## config.mk

```make
export PLATFORM = sky130hd
export DESIGN_NAME = cond_unit_e
export DESIGN_NICKNAME = d
export VERILOG_FILES = /design/src/rtl/cond_unit_e.sv
export SDC_FILE = /design/constraint.sdc
export NUM_CORES = 1
export LEC_CHECK = 0
export ABC_CLOCK_PERIOD_IN_PS = 3680
export CAP_MARGIN = 20
export CORE_MARGIN = 2
export CORE_UTILIZATION = 49
export CTS_CLUSTER_DIAMETER = 120
export DETAILED_ROUTE_END_ITERATION = 16
export HOLD_SLACK_MARGIN = 0.05
export PLACE_DENSITY = 0.89
export SLEW_MARGIN = 10
export SYNTH_ARGS = -nofsm -noshare
export SYNTH_HDL_FRONTEND = slang
export SYNTH_SLANG_ARGS = --single-unit
```

## constraint.sdc

```tcl
create_clock -name clk -period 3.68 [get_ports clk]
set_input_delay 0.736 -clock clk [delete_from_list [all_inputs] [get_ports clk]]
set_output_delay 0.736 -clock clk [all_outputs]
set_load 0.02 [all_outputs]
```

## src/rtl/cond_unit_e.sv

```systemverilog
// Execute-stage condition unit.
// Holds the Decode-to-Execute control pipeline register. Evaluates the
// instruction condition field against the architectural {N,Z,C,V} flags.
// Gates the state-changing controls with that result, and updates each half
// of the flags when an executed instruction requests it.
module cond_unit_e (
   input  logic       clk,
   input  logic       reset,
   input  logic       EnE,
   input  logic       FlushE,
   input  logic       PCSrcD,
   input  logic       RegWriteD,
   input  logic       MemtoRegD,
   input  logic       MemWriteD,
   input  logic       BranchD,
   input  logic       ALUSrcD,
   input  logic [1:0] ALUControlD,
   input  logic [1:0] FlagWD,
   input  logic [3:0] CondD,
   input  logic [3:0] ALUFlags,
   output logic [1:0] ALUControlE,
   output logic       ALUSrcE,
   output logic       MemtoRegE,
   output logic       PCSrcE,
   output logic       RegWriteE,
   output logic       MemWriteE,
   output logic       BranchTakenE,
   output logic       CondExE,
   output logic [3:0] Flags
);

   // Condition field encodings (instruction bits 31:28).
   typedef enum logic [3:0] {
      COND_EQ = 4'b0000,
      COND_NE = 4'b0001,
      COND_CS = 4'b0010,
      COND_CC = 4'b0011,
      COND_MI = 4'b0100,
      COND_PL = 4'b0101,
      COND_VS = 4'b0110,
      COND_VC = 4'b0111,
      COND_HI = 4'b1000,
      COND_LS = 4'b1001,
      COND_GE = 4'b1010,
      COND_LT = 4'b1011,
      COND_GT = 4'b1100,
      COND_LE = 4'b1101,
      COND_AL = 4'b1110,
      COND_NV = 4'b1111
   } cond_e;

   // Execute-stage pipeline registers.
   logic       PCSrcR;
   logic       RegWriteR;
   logic       MemtoRegR;
   logic       MemWriteR;
   logic       BranchR;
   logic       ALUSrcR;
   logic [1:0] ALUControlR;
   logic [1:0] FlagWR;
   cond_e      CondR;

   // Named views of the architectural flags.
   logic flag_n;
   logic flag_z;
   logic flag_c;
   logic flag_v;

   assign flag_n = Flags[3];
   assign flag_z = Flags[2];
   assign flag_c = Flags[1];
   assign flag_v = Flags[0];

   // Pipeline register: the flush bubble takes priority over the stall enable.
   always_ff @(posedge clk or posedge reset) begin
      // NOTE: all state in clocked blocks uses non-blocking (<=) so that every
      // register samples pre-edge values regardless of statement order.
      if (reset) begin
         PCSrcR      <= 1'b0;
         RegWriteR   <= 1'b0;
         MemtoRegR   <= 1'b0;
         MemWriteR   <= 1'b0;
         BranchR     <= 1'b0;
         ALUSrcR     <= 1'b0;
         ALUControlR <= 2'b00;
         FlagWR      <= 2'b00;
         CondR       <= COND_EQ;
      end else if (FlushE) begin
         PCSrcR      <= 1'b0;
         RegWriteR   <= 1'b0;
         MemtoRegR   <= 1'b0;
         MemWriteR   <= 1'b0;
         BranchR     <= 1'b0;
         ALUSrcR     <= 1'b0;
         ALUControlR <= 2'b00;
         FlagWR      <= 2'b00;
         CondR       <= COND_EQ;
      end else if (EnE) begin
         PCSrcR      <= PCSrcD;
         RegWriteR   <= RegWriteD;
         MemtoRegR   <= MemtoRegD;
         MemWriteR   <= MemWriteD;
         BranchR     <= BranchD;
         ALUSrcR     <= ALUSrcD;
         ALUControlR <= ALUControlD;
         FlagWR      <= FlagWD;
         CondR       <= cond_e'(CondD);
      end
   end

   // Condition check against the registered flags only.
   always_comb begin
      // NOTE: default first so every path assigns CondExE and no latch is inferred.
      CondExE = 1'b0;
      case (CondR)
         COND_EQ: CondExE = flag_z;
         COND_NE: CondExE = ~flag_z;
         COND_CS: CondExE = flag_c;
         COND_CC: CondExE = ~flag_c;
         COND_MI: CondExE = flag_n;
         COND_PL: CondExE = ~flag_n;
         COND_VS: CondExE = flag_v;
         COND_VC: CondExE = ~flag_v;
         COND_HI: CondExE = flag_c & ~flag_z;
         COND_LS: CondExE = ~flag_c | flag_z;
         COND_GE: CondExE = (flag_n == flag_v);
         COND_LT: CondExE = (flag_n != flag_v);
         COND_GT: CondExE = ~flag_z & (flag_n == flag_v);
         COND_LE: CondExE = flag_z | (flag_n != flag_v);
         COND_AL: CondExE = 1'b1;
         COND_NV: CondExE = 1'b1;
         default: CondExE = 1'b0;
      endcase
   end

   // Flag write belongs to the instruction already in Execute. A flush only
   // replaces the incoming instruction, so it does not block this write. A
   // stall holds both halves so the stalled instruction cannot re-trigger.
   always_ff @(posedge clk or posedge reset) begin
      if (reset) begin
         Flags <= 4'b0000;
      end else if (EnE && CondExE) begin
         if (FlagWR[1]) Flags[3:2] <= ALUFlags[3:2];
         if (FlagWR[0]) Flags[1:0] <= ALUFlags[1:0];
      end
   end

   // Condition-gated controls: a failed condition squashes all side effects.
   assign PCSrcE       = PCSrcR    & CondExE;
   assign RegWriteE    = RegWriteR & CondExE;
   assign MemWriteE    = MemWriteR & CondExE;
   assign BranchTakenE = BranchR   & CondExE;

   // Datapath controls pass straight through; they have no side effects.
   assign ALUControlE = ALUControlR;
   assign ALUSrcE     = ALUSrcR;
   assign MemtoRegE   = MemtoRegR;

endmodule

```

* Word-level counts from Yosys, hierarchy flattened
Cells that the tools add are included.
** Word-level totals
- Flip-flop bits (word level) :: 18
- Input port bits :: 22
- Output and inout bits :: 13
** Cells by class
- Equal/unequal tests :: 17
- Muxes and demuxes :: 19
- Bitwise logic cells :: 12
- Reduce and logical (&&, ||, !) cells :: 6
** Operator list (count)
- $eq A4 B4 Y1 const B :: 8
- $eq A4 B3 Y1 const B :: 4
- $pmux W1 S15 :: 1
- $mux W1 :: 12
- $eq A4 B2 Y1 const B :: 2
- $mux W2 :: 4
- $mux W4 :: 2
- $and A1 B1 Y1 :: 6
- $eq A4 B1 Y1 const B :: 1
- $logic_not A4 Y1 :: 1
- $not A1 Y1 :: 4
- $reduce_and A2 Y1 :: 2
- $or A1 B1 Y1 :: 2
- $reduce_bool A2 Y1 :: 1
- $reduce_or A2 Y1 :: 1
- $eq A1 B1 Y1 :: 1
- $logic_and A1 B1 Y1 :: 1
- $ne A1 B1 Y1 :: 1

* Longest topological paths before layout
- Depth after elaboration :: 5
- Gate-level depth with buffers :: 6

* Worst setup path before layout
Ideal clock, no wire load.
- Kind :: register -> output
- Start :: register Flags[0]
- End :: output port BranchTakenE
- Arrival :: 1968 ps
- Required time :: 2944 ps
- Path slack :: 976 ps
- Cell stages (with the launch flop) :: 7
- Path through :: dfrtp_1 buf_2 nor4bb_1 o311ai_2 o311ai_2 o21bai_1 a21boi_0
** Between the ends
- Word-level cells in the longest chain between the ends :: 4
- Elaborated cells on any way between the ends :: 7
- Classes of those cells :: eq/ne: 2; mux: 1; bitwise: 4
** Ends and longest elaborated chain
- from (decl) :: line 29 : output logic [3:0] Flags
- from (signal assigned) :: line 144 : if (FlagWR[0]) Flags[1:0] <= ALUFlags[1:0];
- $ne A1 B1 Y1 / $eq A1 B1 Y1 (equally long branches)
- $or A1 B1 Y1 / $and A1 B1 Y1 (equally long branches) :: line 129, 128
- $pmux W1 S15 (*) :: line 115 : case (CondR)
- $and A1 B1 Y1 (*) :: line 152 : assign BranchTakenE = BranchR & CondExE;
- to (decl) :: line 27 : output logic BranchTakenE,
Mark *: on every way between the ends. The rest lies on a longest branch, timed or not.

* Worst setup path in the final report
- Start :: register CondR[3]
- End :: output port RegWriteE
** Between the ends
- Word-level cells in the longest chain between the ends :: 4
- Elaborated cells on any way between the ends :: 19
- Classes of those cells :: eq/ne: 15; mux: 1; bitwise: 1; reduce/logical: 2
** Ends and longest elaborated chain
- from (decl) :: line 61 : cond_e CondR;
- from (signal assigned) :: line 107 : CondR <= cond_e'(CondD);
- $eq A4 B4 Y1 :: line 115
- $reduce_or A2 Y1 (no line)
- $pmux W1 S15 (*) :: line 115
- $and A1 B1 Y1 (*) :: line 150 : assign RegWriteE = RegWriteR & CondExE;
- to (decl) :: line 25 : output logic RegWriteE,
Marks and branches as above.

==> metrics <==
Startpoint Class=flop; Final Cycle Share=0.9411; critical path class=flop to output port; most frequent cells in the layout=clkdlybuf4s50_1, dfrtp_1, nor2_1; setup bufs post-CTS=0; Die ar.=2711 µm²; Worst Max-Slew Pin Slew=0.6873 ns; post-CTS sizing=0; Rel. slew slack=0.5413; Finished Layout Cells=173; Max Cap Violations=0; Gate Count Post-Synth=115; Post-Syn Nets=137; DRT antenna net count=0; gpl congestion=0.8749; reg-to-reg slack, setup=1.72 ns; GRT overflow=0; yosys warns=0; sequential share of the synthesized area=0.3978; CTS Root Cell=clkbuf_4; Net Switching=220.1 µW; vias in the first global route=987; end-of-flow core utilization=0.6899; initial antenna violation count=0; Synth Area per Inst=9.846 µm²; Area growth syn-to-layout=33.48%; Comb power frac=0.403; CTS Buf Count=3; Slew Viols, Final=0; clock skew=0.001402 ns; Hold-fix buffers, CTS=0; internal power=384.9 µW; f_max=288.7 MHz; cell area after technology mapping=1132 µm²; XOR/XNOR share of the synthesized area=0.007735; IO Pins=35; Buf+Inv Stages, Crit Path=1; post-synthesis adder-cell area fraction=0; Final Setup Violations=0; CTS tree=built; top post-synthesis cells by area=dfrtp_1, mux2i_1, nor2_1, o311ai_2, o21ai_0; RSZ-0062 raised after global routing=false; cell area after layout=1511 µm²; Core Region=2191 µm²; Clk pin slew, worst setup/hold paths=0.10 ns; crit path max fanout=13; Vias=992; I/O Buffers=34; Pwr per Cell Area=400.2 nW/µm²; drt first pass iters=4; Max H-tree Level=1; first-pass GRT wire length=4395 µm; CP top delay family=compound AO/OA/AOI/OAI gates; min-delay worst type=flop to flop; initial core utilization=0.5168; HPWL Detailed=1863 µm; slowest CP cell=clkdlybuf4s50_1; Simple-Gate Fraction of Synth Area=0.2088; synth unique cells=30; sw frac=0.3638; ANT cells=0; share of layout cells above drive strength 1=0.08276; Clk Latency, worst-skew pair=0.29 ns; clk buf depth=2; drt total wl=2496 µm; crit path time final=3.463 ns; DR iter-0 viols=17; outcome=finished, final reports clean; drt via density=5.734; dpl ws=0.5149 ns; chip height=52.07 µm; layout net count=169; Sum Neg Setup Slack=0 ns; largest family of logic cells by synthesized area=simple AND/OR/NAND/NOR gates; Multi-input gate area=640.6 µm²; synthesized flop and latch total=18; wire per inst=14.43 µm; Hold Vio Cnt, Final=0; crit-path max cell delay=0.64 ns; mux contribution to synthesized area=0.1746; largest net degree at the start of global routing=19; Crit. End Element=output port; post-placement cell area=1478 µm²; Leak Pwr=0.0006457 µW; part of the power in registers=0.429; Die Width=52.07 µm; clock share of power=0.168; Yosys top cell by area=dfrtp_1; VDD IR max=0.0002420 V; DRC viols=0; Compound-Gate Fraction of Synth Area=0.1646; Data required, critical path=2.94 ns; commonest non-fill, non-tap cell in the layout=clkdlybuf4s50_1; WP data arrival=2.73 ns; Filler cells=163; Placed Instances=170; final worst slack=0.2168 ns; clk sinks=18; post-synth top area share=0.3978; row cnt=17; cells along the critical path=nor4bb_1 > o311ai_2 > o311ai_4 > o21bai_1 > a21boi_0 > clkdlybuf4s50_1; FF/Latch Area=450.4 µm²; gr usage total=0.2156
registers in the layout, summed over array words and instances, names as in the netlist, 2 cells and up:
name / cells
ALUControlE: 2
CondR: 4
FlagWR: 2
Flags: 4
cell usage after synthesis (all sizes together):
| library cell | n |
|---|---|
| inv | 4 |
| clkbuf | 2 |
| a2111oi | 1 |
| dfrtp | 18 |
| mux2 | 1 |
| nand2 | 4 |
| and3b | 2 |
| a21boi | 4 |
| o21ai | 11 |
| xnor2 | 1 |
| o21bai | 1 |
| nor4b | 3 |
| nor2 | 18 |
| mux2i | 17 |
| or4 | 1 |
| nor4 | 1 |
| nor3b | 3 |
| o311ai | 3 |
| buf | 6 |
| nand3 | 3 |
| a21o | 1 |
| a21oi | 2 |
| and2 | 1 |
| a31o | 1 |
| nor4bb | 2 |
| or3b | 3 |
| a41o | 1 |
layout make-up:
class,instances,share of cell area
well taps,28,0.02318
inverters,4,0.009934
clock buffers,3,0.01490
repair buffers,35,0.2301
multi-input cells,85,0.4238
flip-flops and latches,18,0.2980
worst paths after layout:
path | startpoint | to | cells after the start
worst max-delay path | CondR[3] | RegWriteE | 6
max in group asynchronous | reset | Flags[2] | 2
worst min register to register | MemWriteR | MemWriteR | 2
worst max register to register | CondR[3] | Flags[0] | 5
min in group asynchronous | reset | RegWriteR | 2
worst min-delay path | MemWriteR | MemWriteR | 2
power groups by stage:
stage          clock [µW]  sequential [µW]  combinational (µW)
4_1_cts               102              259                 243
3_5_place_dp            0              263                 242
2_1_floorplan           0              264                 145
3_3_place_gp            0              261                 236
6_report              101              260                 244
5_1_grt               112              264                 267
metal layers:
layer	track usage	vias to the layer above	wire length, µm
met1	0.2789	469	1073
met5	0	-	0
met4	0.06579	0	34
met2	0.3608	39	1237
met3	0.04310	6	150
li1	-	478	-
stage by stage:
step	hold WS, ns	total power [µW]
6_report	0.5297	604.9
5_1_grt	0.5696	642.4
4_1_cts	0.5362	603.3
3_5_place_dp	0.5094	504.6
3_3_place_gp	0.5037	496.5
2_1_floorplan	0.4795	408.7
kinds of logic after synthesis:
group	after synthesis
flip-flops	18
buffers and inverters	12
AND/OR/NAND/NOR	41
multiplexers	18
AO/OA/AOI/OAI	25
XOR/XNOR	1
tightest hold or removal path, cell delays in order, from the launching register on:
cell	delay [ns]
dfrtp_1	0.36
mux2i_1	0.07
nor2_1	0.07
No activity file was read; power rests on OpenSTA's default activity.
